### src/rtl/pc_pkg.sv
// Shared types and helpers for the fetch PC generator.
//   redirect_kind_t : kind of redirect held in the pending buffer
//   fetch_state_t   : fetch FSM state encoding
//   pc_next_seq     : wrap-around sequential PC add (caller truncates to its width)
package pc_pkg;

  typedef enum logic [1:0] {
    NONE   = 2'd0,
    BRANCH = 2'd1,
    FLUSH  = 2'd2
  } redirect_kind_t;

  typedef enum logic {
    ST_IDLE = 1'b0,
    ST_RUN  = 1'b1
  } fetch_state_t;

  localparam logic [31:0] PC_RESET_VEC_DEF = 32'h0000_0000;
  localparam int          PC_INC_DEF       = 4;

  // Widest PC the helper supports; callers cast the result down to ADDR_W,
  // which yields the modulo-2^ADDR_W wrap for free.
  localparam int PC_MAX_W = 64;

  function automatic logic [PC_MAX_W-1:0] pc_next_seq(
    input logic [PC_MAX_W-1:0] pc_cur,
    input logic [PC_MAX_W-1:0] inc
  );
    return pc_cur + inc;
  endfunction

endpackage

### src/rtl/pc_fetch_gen_if.sv
// Instruction-fetch port between the PC generator and instruction memory.
//   pc         : fetch address
//   ce         : fetch enable
//   if_req_o   : fetch request
//   if_ack_i   : memory accepted the current request
//   misalign_o : current fetch address is not aligned
// master = PC generator side, slave = instruction memory side.
interface pc_fetch_gen_if #(
  parameter int ADDR_W = 32
);
  logic [ADDR_W-1:0] pc;
  logic              ce;
  logic              if_req_o;
  logic              if_ack_i;
  logic              misalign_o;

  modport master (
    output pc, ce, if_req_o, misalign_o,
    input  if_ack_i
  );

  modport slave (
    input  pc, ce, if_req_o, misalign_o,
    output if_ack_i
  );
endinterface

### src/rtl/pc_redirect_buf.sv
// Redirect buffer: holds one pending redirect captured while fetch is not
// advancing, and picks the redirect candidate for the current cycle.
//   clk, rst        : clock, asynchronous active-low reset
//   en              : capture enable (fetch FSM running)
//   adv             : fetch advances this cycle (consumes the candidate)
//   flush_i/_target : flush redirect request and vector
//   branch_flag_i/_target : branch redirect request and target
//   cand_valid/_target    : selected redirect for this cycle
//   pending_valid   : a buffered redirect is waiting
module pc_redirect_buf
  import pc_pkg::*;
#(
  parameter int ADDR_W = 32
) (
  input  logic              clk,
  input  logic              rst,
  input  logic              en,
  input  logic              adv,
  input  logic              flush_i,
  input  logic [ADDR_W-1:0] flush_target_i,
  input  logic              branch_flag_i,
  input  logic [ADDR_W-1:0] branch_target_i,
  output logic              cand_valid,
  output logic [ADDR_W-1:0] cand_target,
  output logic              pending_valid
);

  redirect_kind_t    pend_kind_q;
  logic [ADDR_W-1:0] pend_target_q;

  // Live flush beats a buffered flush, which beats any branch; a live branch
  // is newer than a buffered one.
  always_comb begin
    cand_valid  = 1'b1;
    cand_target = '0;
    if (flush_i)                   cand_target = flush_target_i;
    else if (pend_kind_q == FLUSH) cand_target = pend_target_q;
    else if (branch_flag_i)        cand_target = branch_target_i;
    else if (pend_kind_q == BRANCH) cand_target = pend_target_q;
    else                           cand_valid  = 1'b0;
  end

  always_ff @(posedge clk or negedge rst) begin
    if (!rst) begin
      pend_kind_q   <= NONE;
      pend_target_q <= '0;
    end else if (adv) begin
      pend_kind_q   <= NONE;
      pend_target_q <= '0;
    end else if (en) begin
      if (flush_i) begin
        pend_kind_q   <= FLUSH;
        pend_target_q <= flush_target_i;
      end else if (branch_flag_i && (pend_kind_q != FLUSH)) begin
        pend_kind_q   <= BRANCH;
        pend_target_q <= branch_target_i;
      end
    end
  end

  assign pending_valid = (pend_kind_q != NONE);

endmodule

### src/rtl/pc_fetch_gen.sv
// Fetch PC generator: produces the fetch address and enable, drives the
// req/ack handshake to instruction memory, and applies stall, branch and
// flush redirects (redirects arriving while fetch is blocked are buffered).
//   clk, rst           : clock, asynchronous active-low reset
//   stall_i            : hold PC and drop the fetch request
//   branch_flag_i/_target_i : branch redirect
//   flush_i/flush_target_i  : flush/exception redirect (highest priority)
//   fetch              : fetch port (pc, ce, if_req_o, if_ack_i, misalign_o)
//   redirect_pending_o : a buffered redirect is waiting
module pc_fetch_gen
  import pc_pkg::*;
#(
  parameter int                ADDR_W     = 32,
  parameter logic [ADDR_W-1:0] RESET_VEC  = ADDR_W'(PC_RESET_VEC_DEF),
  parameter int                PC_INC     = PC_INC_DEF,
  parameter int                ALIGN_BITS = 2
) (
  input  logic              clk,
  input  logic              rst,
  input  logic              stall_i,
  input  logic              branch_flag_i,
  input  logic [ADDR_W-1:0] branch_target_i,
  input  logic              flush_i,
  input  logic [ADDR_W-1:0] flush_target_i,
  pc_fetch_gen_if.master    fetch,
  output logic              redirect_pending_o
);

  fetch_state_t      state_q, state_d;
  logic              ce_run;
  logic              adv;
  logic [ADDR_W-1:0] pc_q;
  logic [ADDR_W-1:0] pc_seq;
  logic              cand_valid;
  logic [ADDR_W-1:0] cand_target;

  // FSM state register
  always_ff @(posedge clk or negedge rst) begin
    if (!rst) state_q <= ST_IDLE;
    else      state_q <= state_d;
  end

  // FSM next state: IDLE leaves on the first edge out of reset; RUN is sticky
  always_comb begin
    state_d = state_q;
    if (state_q == ST_IDLE) state_d = ST_RUN;
  end

  // FSM outputs
  always_comb begin
    ce_run = (state_q == ST_RUN);
  end

  // ce is low in IDLE, so inputs (including ack) have no effect there
  assign adv = ce_run & ~stall_i & fetch.if_ack_i;

  assign pc_seq = ADDR_W'(pc_next_seq(PC_MAX_W'(pc_q), PC_MAX_W'(PC_INC)));

  pc_redirect_buf #(
    .ADDR_W (ADDR_W)
  ) u_redirect_buf (
    .clk             (clk),
    .rst             (rst),
    .en              (ce_run),
    .adv             (adv),
    .flush_i         (flush_i),
    .flush_target_i  (flush_target_i),
    .branch_flag_i   (branch_flag_i),
    .branch_target_i (branch_target_i),
    .cand_valid      (cand_valid),
    .cand_target     (cand_target),
    .pending_valid   (redirect_pending_o)
  );

  always_ff @(posedge clk or negedge rst) begin
    if (!rst)     pc_q <= RESET_VEC;
    else if (adv) pc_q <= cand_valid ? cand_target : pc_seq;
  end

  assign fetch.pc         = pc_q;
  assign fetch.ce         = ce_run;
  assign fetch.if_req_o   = ce_run & ~stall_i;
  assign fetch.misalign_o = ce_run & (|pc_q[ALIGN_BITS-1:0]);

endmodule

### src/flat_wrapper.sv
// flat-port wrapper written by rule: the top's interface ports become plain ports
module pc_fetch_gen_flat import pc_pkg::*;
#(
  parameter int                ADDR_W     = 32,
  parameter logic [ADDR_W-1:0] RESET_VEC  = ADDR_W'(PC_RESET_VEC_DEF),
  parameter int                PC_INC     = PC_INC_DEF,
  parameter int                ALIGN_BITS = 2
)
  (clk, rst, stall_i, branch_flag_i, branch_target_i, flush_i, flush_target_i, redirect_pending_o, fetch_pc, fetch_ce, fetch_if_req_o, fetch_misalign_o, fetch_if_ack_i);
  pc_fetch_gen_if #(.ADDR_W(ADDR_W)) fetch_i ();
  input  logic clk;
  input  logic rst;
  input  logic stall_i;
  input  logic branch_flag_i;
  input  logic [ADDR_W-1:0] branch_target_i;
  input  logic flush_i;
  input  logic [ADDR_W-1:0] flush_target_i;
  output logic redirect_pending_o;
  output wire logic [$bits(fetch_i.pc)-1:0] fetch_pc;
  output wire logic [$bits(fetch_i.ce)-1:0] fetch_ce;
  output wire logic [$bits(fetch_i.if_req_o)-1:0] fetch_if_req_o;
  output wire logic [$bits(fetch_i.misalign_o)-1:0] fetch_misalign_o;
  input wire logic [$bits(fetch_i.if_ack_i)-1:0] fetch_if_ack_i;
  assign fetch_pc = fetch_i.pc;
  assign fetch_ce = fetch_i.ce;
  assign fetch_if_req_o = fetch_i.if_req_o;
  assign fetch_misalign_o = fetch_i.misalign_o;
  assign fetch_i.if_ack_i = fetch_if_ack_i;
  pc_fetch_gen #(.ADDR_W(ADDR_W), .RESET_VEC(RESET_VEC), .PC_INC(PC_INC), .ALIGN_BITS(ALIGN_BITS)) u_core (.clk(clk), .rst(rst), .stall_i(stall_i), .branch_flag_i(branch_flag_i), .branch_target_i(branch_target_i), .flush_i(flush_i), .flush_target_i(flush_target_i), .fetch(fetch_i), .redirect_pending_o(redirect_pending_o));
endmodule
### config.mk
export PLATFORM = sky130hd
export DESIGN_NAME = pc_fetch_gen_flat
export DESIGN_NICKNAME = d
export VERILOG_FILES = /design/src/rtl/pc_pkg.sv /design/src/rtl/pc_fetch_gen_if.sv /design/src/rtl/pc_redirect_buf.sv /design/src/rtl/pc_fetch_gen.sv /design/src/flat_wrapper.sv
export SDC_FILE = /design/constraint.sdc
export NUM_CORES = 1
export LEC_CHECK = 0
export BUFFER_PORTS_ARGS = -buffer_cell sky130_fd_sc_hd__buf_4
export CAP_MARGIN = 20
export CORE_ASPECT_RATIO = 0.7
export CORE_UTILIZATION = 58
export CTS_CLUSTER_DIAMETER = 120
export DETAILED_ROUTE_END_ITERATION = 16
export MAX_ROUTING_LAYER = met4
export PLACE_DENSITY = 0.89
export SYNTH_ARGS = -nofsm -noshare
export SYNTH_HDL_FRONTEND = slang
export SYNTH_SLANG_ARGS = --single-unit
### constraint.sdc
create_clock -name clk -period 5.22 [get_ports clk]
set_input_delay 1.044 -clock clk [delete_from_list [all_inputs] [get_ports clk]]
set_output_delay 1.044 -clock clk [all_outputs]
set_load 0.03 [all_outputs]
; ---- Word-level counts from Yosys, hierarchy flattened
; Index checks and enable logic that the tools add are counted.
[totals]
inputBits = 70
reg_bits = 67
elab_cells = 35
output_inout_bits = 36
[classes]
bitwise = 4
n_reduce_logical = 6
n_eq_ne = 3
n_mux = 17
n_addsub = 1
[ops]
columns = operator, count
row1 = 32-bit 2-to-1 mux, 9
row2 = "32-bit by 3-bit adder with 32-bit output, second input constant", 1
row3 = 2-bit 2-to-1 mux, 4
row4 = 1-bit 2-to-1 mux, 4
row5 = 2-bit nonzero test, 2
row6 = 1-bit AND, 3
row7 = 3-bit nonzero test, 1
row8 = "2-bit by 1-bit == test with 1-bit output, second input constant", 1
row9 = "2-bit == test, second input constant", 1
row10 = "2-bit != test, second input constant", 1
row11 = 2-bit AND reduction, 1
row12 = 2-bit OR reduction, 1
row13 = 1-bit logical AND, 1
row14 = 1-bit inverter, 1

; ---- Logic depth before layout (Yosys ltp)
; Gate-level depths: netlist of the first run.
[depth]
word_depth = 6
depth_mapped = 7

; ---- By module
; Synthesis of the first run repeated with hierarchy kept, for this count alone.
[hier_totals]
cells_unflattened = 578
area_unflattened_um2 = 4908.5
[by_module_without_submodules]
columns = module, area_per_inst_um2, n_inst, cells_each
row1 = pc_redirect_buf, 2803.9, 1, 322
row2 = pc_fetch_gen, 2104.5, 1, 256

; ---- Least setup slack after synthesis of the first run
; No wires, ideal clock.
[synth_path]
path_kind = in2out
startpoint = in stall_i
endpoint = out fetch_if_req_o
t_arrival_ps = 1476
path_slack_ps = 2700
t_required_ps = 4176
path_buffers = 0
path_stages = 1
cell_sequence = nor2b_1
[synth_via]
elab_chain_len = 2
[synth_lines]
columns = element, line
row1 = "start, declared", flat_wrapper.sv:13  ; input logic stall_i;
row2 = 1-bit inverter, pc_fetch_gen.sv:82  ; assign fetch.if_req_o = ce_run & ~stall_i;
row3 = 1-bit AND, pc_fetch_gen.sv:82
row4 = "end, declared", flat_wrapper.sv:21  ; output wire logic [$bits(fetch_i.if_req_o)-1:0] fetch_if_req_o;
; No other way between the ends.

; ---- Worst setup path in the final report of the first run
[layout_path]
startpoint = in flush_i
endpoint = reg u_core.u_redirect_buf.pend_target_q[31]
[layout_via]
elab_chain_len = 3
elab_cells_between_ends = 5
cone_classes = mux: 3 / reduce/logical: 2
[layout_lines]
columns = element, line
row1 = "start, declared", flat_wrapper.sv:16  ; input logic flush_i;
row2 = 32-bit 2-to-1 mux, pc_redirect_buf.sv:51  ; if (flush_i) begin
row3 = 32-bit 2-to-1 mux, pc_redirect_buf.sv:50  ; end else if (en) begin
row4 = 32-bit 2-to-1 mux, pc_redirect_buf.sv:47  ; end else if (adv) begin
row5 = "end signal, assigned", pc_redirect_buf.sv:53  ; pend_target_q <= flush_target_i;
row6 = "end signal, assigned", pc_redirect_buf.sv:56  ; pend_target_q <= branch_target_i;
row7 = "end, declared", pc_redirect_buf.sv:29  ; logic [ADDR_W-1:0] pend_target_q;
; Several ways; a longest one is shown, not always the timed one. The select of a mux whose other input is x is not followed.
; A chain may end at the register's enable or synchronous reset.

==> results of run 1 <==
power breakdown:
part           switching (mW)  total, mW  internal [mW]
Clock                   0.193      0.410          0.217
Combinational           0.430      0.724          0.294
Sequential              0.152      0.787          0.635
Total                   0.775       1.92           1.15
synthesized netlist by cell type, types with 2 or more instances:
cell type,instances
a22oi_1,5
or3_1,5
mux2_2,4
mux2_1,14
nor2b_1,3
a211oi_2,2
o21ai_1,8
a211oi_1,24
a221oi_1,13
inv_1,4
nor4_1,6
o31a_1,2
xnor2_1,4
nand2_1,42
xor2_1,7
a311oi_1,12
o311a_1,2
buf_2,16
o21a_1,2
a21oi_1,17
nand4_1,10
nand2b_1,3
nor2_1,52
dfrtp_1,67
nor4_2,2
o211ai_1,4
nor3_1,12
and2_1,2
o21ai_0,6
buf_4,2
and3_1,7
mux2i_1,27
buf_1,7
o221ai_1,6
a221o_1,6
clkbuf_1,10
a31oi_1,2
nand3_1,13
sequential cells by signal (all words and copies together), names as in the netlist:
name,count
u_core.u_redirect_buf.pend_target_q,32
u_core.fetch.ce,1
u_core.fetch.pc,32
u_core.u_redirect_buf.pend_kind_q,2
worst max-delay path, delay by kind of cell:
family                 cells  cell delay [ns]
buffers and inverters      3             1.69
AO/OA/AOI/OAI              2             0.66
AND/OR/NAND/NOR            1             0.11
how the worst max path moves through the flow:
| stage | start | end | slack, ns |
|---|---|---|---|
| 6_report | flush_i | u_core.u_redirect_buf.pend_target_q[31] | 1.90 |
| 5_1_grt | flush_i | u_core.u_redirect_buf.pend_target_q[8] | 1.69 |
| 4_1_cts | flush_i | u_core.u_redirect_buf.pend_target_q[14] | 1.94 |
| 3_5_place_dp | flush_i | u_core.u_redirect_buf.pend_target_q[14] | 1.59 |
| 3_3_place_gp | flush_i | u_core.u_redirect_buf.pend_target_q[23] | 1.65 |
| 2_1_floorplan | stall_i | fetch_if_req_o | 2.70 |
final cells by class:
type                       instances  area (um2)
multi-input combinational        347        2380
tap                               94         118
inverter                           4        15.0
sequential                        67        1680
clock buffer                      12         135
timing repair buffer             111         837
clock inverter                     3        40.0
fill                             484        1710
per-stage QoR:
| stage | instances | total power, mW | worst slack (ns) | util [%] | hold slack [ns] |
|---|---|---|---|---|---|
| 2_1_floorplan | 454 | 1.22 | 2.70 | - | 0.536 |
| 3_3_place_gp | 622 | 1.48 | 1.65 | 72.6 | 0.504 |
| 3_5_place_dp | 622 | 1.50 | 1.59 | 72.6 | 0.512 |
| 4_1_cts | 637 | 1.91 | 1.94 | 75.1 | 0.525 |
| 5_1_grt | 638 | 2.00 | 1.69 | 75.3 | 0.546 |
| 6_report | 638 | 1.92 | 1.90 | 75.3 | 0.518 |
routing by layer:
layer  global-route usage [%]  share of wire [%]  up-vias
li1                         -                  -     1908
met1                     49.3                 44     2069
met2                     49.6                 43      254
met3                     11.3                 11       31
met4                     10.6                1.8        0
met5                        -                  0        -
logic make-up after synthesis:
logic type,share of synthesized area (%)
and+or+nand+nor,20.4
AOI/OAI and AO/OA,21.7
DFF,39.6
muxes,11.2
buffers and inverters,4.38
xor gates and xnor gates,2.28
adders and majority gates,0.296
other,0.0886
==> results.md, run 1 <==
* WL/cell at 20.1 um
* Fin. Hold Viols at 0
* Core area at 6910 um2
* Number of global-route vias before repair at 3,737
* Die H at 73.5 um
* Syn Std Cell Area at 4230 um2
* Sequential cell area fraction in the yosys report at 39.6%
* Layout cells sized above 1 at 26.1%
* Netlist cell types at 62
* Cell Rows at 25
* Clk_skew at 0.00822 ns
* HPWL reported at the end of detailed placement at 9000 um
* Skew-Pair Late Insertion Delay at 0.35 ns
* First-pass GRT wire length at 19,900 um
* GRT Resource Usage Total at 35.5%
* Nets at 611
* Worst slew margin at 32.7%
* Clock-pin slew on the worst setup and hold paths at 0.07 ns
* Start of the worst register-to-register path: u_core.u_redirect_buf.pend_kind_q[0]
* Top post-synthesis cells by area: dfrtp_1 (40%), mux2i_1 (6.4%), nor2_1 (4.6%), a211oi_1 (4.3%), mux2_1 (3.7%)
* Post-CTS Resized at 0
* CTS Buffer Depth at 2
* Antenna cells at 0
* Post-synthesis net count at 525
* Worst R2R Path Depth at 6
* Hold_buf cts at 0
* Worst-Margin Slew at 1.01 ns
* Asr flop ratio synth at 100%
* Worst path slowest cell: buf_4
* Reg2reg end: u_core.fetch.pc[16]
* Critical path endpoint category: flop
* CP required at 5.47 ns
* Most frequent cells in the layout: buf_4 (110), dfrtp_1 (67), nor2_1 (52), nand2_1 (42), mux2i_1 (27)
* Hold Path Stages at 1
* Router iterations before antenna repair at 5
* Top_reg_cell synth: dfrtp_1
* Setup bufs post-CTS at 0
* Critical path peak fanout at 67
* Io pins at 106
* Clock root cell: clkbuf_8
* Wirelength, routed at 12,800 um
* Max Cap Violations at 0
* DRC Markers at 0
* Post-route cell area at 5200 um2
* Number of synthesized flops with an enable pin at 0
* Avg Cell Area, Syn at 9.32 um2
* Via count at 4,262
* TritonCTS clock tree: yes
* Post-synth top area cell: dfrtp_1
* Fmax at 0.301 GHz
* Post-DRT Antenna Nets at 0
* Area after DPL at 5020 um2
* Largest net degree at the start of global routing at 68
* CP most frequent cell: buf_4
* Critical path startpoint category: input pin
* CTS H-Tree Depth at 3
* RSZ-0062 raised after global routing: no
* Setup slack, reg-to-reg at 2.61 ns
* Gpl congestion at 0.991
* Final Critical Period at 3.32 ns
* Initial Utilization at 61.2%
* Post-route clock period utilization at 63.5%
* Setup Crit Path Kind: in -> reg
* HP Class: reg -> reg
* Setup TNS at 0 ns
* Crit path cell chain: buf_4 > inv_1 > a21boi_4 > buf_4 > nor2_1 > a211oi_1
* Worst Hold End: u_core.fetch.pc[31]
* Initial drt markers at 490
* Final Setup Violations at 0
* Final Max Slew Viols at 0
* YS warnings at 0
* Post-synthesis cell count at 454
* Die area at 7640 um2
* # port buffers at 105
* Antenna violations before repair at 0
* Die width at 104 um
* Vias per std cell at 6.68
* Min-delay src: u_core.fetch.pc[31]
* Status: finished clean
* Commonest non-fill, non-tap cell in the layout: buf_4
* Total CTS buffers at 9
* Pwr per Cell Area at 369 nW/um2
* Grt total ovfl at 0
* Area Overhead vs Synth at 23.0%
* Critical path's largest stage delay at 0.59 ns
* Seq cells post-synth at 67
* Maximum vdd ir drop at 0.000200 V
* P_leak at 2.20 nW
* Synth top area share at 39.6%
* Arr. time, crit path at 3.56 ns
* Clock Sinks at 67
Power figures use the tool's default switching activity.
==> run 2, diff against run 1 <==
Settings changed: ABC_AREA set to 1, CORE_UTILIZATION 58 to 55, PLACE_DENSITY 0.89 to 0.84.
Clock period 5.22 ns to 3.1 ns, I/O delays scaled along.
==> results.md, run 2 <==
* Post-synth top area cell: dfrtp_1
* Comb pwr share at 34.0% (-3.7 points)
* Post-CTS Resized at 0 (unchanged)
* Setup Crit Path Kind: reg -> reg
* Clk_skew at 0.00565 ns (-0.00258 ns)
* Status: finished clean
* Top_reg_cell synth: dfrtp_1
* Final Max Slew Viols at 0 (unchanged)
* Die H at 80.4 um (+9.5%)
* Critical path peak fanout at 49 (-27%)
* Critical path endpoint category: flop
* Grt total ovfl at 0 (unchanged)
* Start of the worst register-to-register path: u_core.fetch.ce
* Reg2reg end: u_core.u_redirect_buf.pend_target_q[13]
* WL/cell at 14.9 um (-26%)
* Initial drt markers at 497 (+1.4%)
* Number of global-route vias before repair at 4,857 (+30%)
* Post-route clock period utilization at 68.2%
* Critical path startpoint category: flop
* Commonest non-fill, non-tap cell in the layout: nand2_1
* Clock Sinks at 67 (unchanged)
* Gpl congestion at 0.932 (-6.0%)
* HPWL reported at the end of detailed placement at 10,100 um (+13%)
* Post-synthesis cell count at 738 (+63%)
* Antenna violations before repair at 0 (unchanged)
* Clock-pin slew on the worst setup and hold paths at 0.05 ns (-0.02 ns)
* Clk pwr share at 28.2% (+6.9 points)
* Setup TNS at 0 ns (unchanged)
* DRC Markers at 0 (unchanged)
* Number of synthesized flops with an enable pin at 0 (unchanged)
* Top post-synthesis cells by area: dfrtp_1 (35%), nand2_1 (25%), nand3_1 (7.5%), o21ai_0 (4.8%), inv_1 (4.4%)
* Final core utilization at 69.1% (-6.2 points)
* Arr. time, crit path at 2.28 ns (-1.28 ns)
* Worst path slowest cell: dfrtp_1
* Initial Utilization at 57.0% (-4.2 points)
* Netlist cell types at 40 (-35%)
* P_leak at 3.06 nW (+39%)
* Crit path cell chain: nand3_2 > nand2_1 > a21oi_4 > inv_2 > buf_4 > nand3_1 > o21ai_0
* First-pass GRT wire length at 23,500 um (+18%)
* Worst-Margin Slew at 0.894 ns (-0.112 ns)
* Area Overhead vs Synth at 21.1%
* Asr flop ratio synth at 100% (unchanged)
* Fin cells at 947 (+48%)
* TritonCTS clock tree: yes
* Core area at 8480 um2 (+23%)
* Sw Pwr at 1.22 mW (+58%)
* Skew-Pair Late Insertion Delay at 0.33 ns (-0.02 ns)
* Critical path origin: u_core.fetch.ce
* Hold_buf cts at 0 (unchanged)
* Wirelength, routed at 14,100 um (+10%)
* Worst slew margin at 40.4% (+7.7 points)
* Syn Std Cell Area at 4830 um2 (+14%)
* Sequential cell area fraction in the yosys report at 34.7% (-4.9 points)
* Worst R2R Path Depth at 7 (+1)
* Io pins at 106 (unchanged)
* Die area at 9170 um2 (+20%)
* Pwr per Cell Area at 556 nW/um2 (+50%)
* Setup slack, reg-to-reg at 0.99 ns (-1.62 ns)
* HP Class: in -> async
* Count leader, synth: nand2_1
* Post-synthesis net count at 809 (+54%)
* Layout cells sized above 1 at 19.1% (-7.0 points)
* Setup bufs post-CTS at 0 (unchanged)
* RSZ-0062 raised after global routing: no
* Post-DRT Antenna Nets at 0 (unchanged)
* Clock root cell: clkbuf_16
* FF/Latch Area at 1680 um2 (unchanged)
* Fmax at 0.473 GHz
* Share of power burned in registers at 37.7% (-3.3 points)
* Cell Rows at 28 (+12%)
* Avg Cell Area, Syn at 6.55 um2 (-30%)
* CTS Buffer Depth at 2 (unchanged)
* Die width at 114 um (+9.6%)
* Largest net degree at the start of global routing at 68 (unchanged)
* GRT Resource Usage Total at 33.9% (-1.6 points)
* Synth top area share at 34.7% (-4.9 points)
* # port buffers at 105 (unchanged)
* Top cells by count, synth: nand2_1 (316), nand3_1 (72), dfrtp_1 (67)
* Final Power at 3.25 mW (+69%)
* Net Sw Frac at 37.6% (-2.7 points)
* Final Critical Period at 2.11 ns
* Final-layout fill cell count at 768 (+59%)
* Via count at 5,195 (+22%)
* Router iterations before antenna repair at 6 (+1)
* Antenna cells at 0 (unchanged)
* Top Family by Delay on Critical Path: simple AND/OR/NAND/NOR gates
* Critical path's largest stage delay at 0.47 ns (-0.12 ns)
* Vias per std cell at 5.49 (-18%)
* Buf/Inv on CP at 2 (-1)
* Placed Cells at 935 (+50%)
* CP required at 3.27 ns (-2.20 ns)
* Most frequent cells in the layout: nand2_1 (316), buf_4 (111), nand3_1 (72), dfrtp_1 (67), inv_1 (57)
* Seq cells post-synth at 67 (unchanged)
* CTS H-Tree Depth at 3 (unchanged)
* Maximum vdd ir drop at 0.000289 V (+44%)
* Multi-input gate area at 2700 um2 (+13%)
* Fin. Hold Viols at 0 (unchanged)
* Max Cap Violations at 0 (unchanged)
* Internal at 2.03 mW (+77%)
* Nets at 897 (+47%)
* YS warnings at 0 (unchanged)
* Total CTS buffers at 9 (unchanged)
* Final Setup Violations at 0 (unchanged)
run 2: cell types whose count changed in the layout (fill, tap and decap cells not counted), moves of 7 or more:
cell       delta
mux2i_1      -27
o21ai_0      +40
mux2_1       -14
a221oi_1     -13
a211oi_1     -24
nor3_1       -11
nand3_1      +59
a311oi_1     -12
clkbuf_8      -7
nand2_1     +274
clkbuf_16     +9
nand4_1       -9
inv_1        +53
a31oi_2       +9
run 2: power groups by stage:
stage / Combinational [mW] / Clock (mW) / Sequential, mW
after floorplan: 0.562 / 0 / 1.37
after global placement: 1.07 / 0 / 1.23
after detailed placement: 1.10 / 0 / 1.23
after CTS: 1.11 / 0.922 / 1.22
after global routing: 1.23 / 0.947 / 1.25
final: 1.11 / 0.919 / 1.23
run 2: worst max path at each step:
| stage | cells past startpoint | to |
|---|---|---|
| 4_1_cts | 7 | u_core.u_redirect_buf.pend_target_q[13] |
| 2_1_floorplan | 2 | fetch_misalign_o |
| 6_report | 7 | u_core.u_redirect_buf.pend_target_q[13] |
| 3_3_place_gp | 9 | u_core.u_redirect_buf.pend_target_q[30] |
| 3_5_place_dp | 8 | u_core.fetch.pc[13] |
| 5_1_grt | 7 | u_core.u_redirect_buf.pend_target_q[30] |
run 2: logic make-up (layout without fill, tap and decap cells):
logic type	Yosys count	in the layout	share of synthesized area (%)
fa+ha+maj	1	1	0.259
flops	67	67	34.7
simple gates	465	465	40.8
other cells	1	1	0.0776
xor+xnor	9	9	1.63
compound gates	97	97	13.0
buf+inv	98	187	9.53
run 2: per-stage QoR:
stage | area, um2 | hold slack [ns] | setup slack (ns)
3_3_place_gp | 5600 | 0.466 | 0.901
6_report | 5860 | 0.401 | 0.986
4_1_cts | 5860 | 0.454 | 1.01
5_1_grt | 5860 | 0.484 | 0.847
3_5_place_dp | 5600 | 0.486 | 0.814
2_1_floorplan | 4830 | 0.324 | 1.28
run 2: final cells by class:
cell class | count | share of cell area, %
well taps | 120 | 2.56
repair buffers | 111 | 14.2
flip-flops and latches | 67 | 28.6
multi-input cells | 573 | 46.0
clock buffers | 12 | 4.38
inverters | 64 | 4.15
run 2: layer usage:
layer	track usage (%)	vias up	wire (um)
met2	53.6	234	6460
met5	-	-	0
li1	-	2525	-
met3	6.57	23	1070
met4	10.8	0	234
met1	44.2	2413	6350
run 2: worst reg2reg max path, stage by stage (launching register included):
cell,delay [ns]
dfrtp_1,0.47
nand3_2,0.30
nand2_1,0.16
a21oi_4,0.40
inv_2,0.05
buf_4,0.31
nand3_1,0.15
o21ai_0,0.12
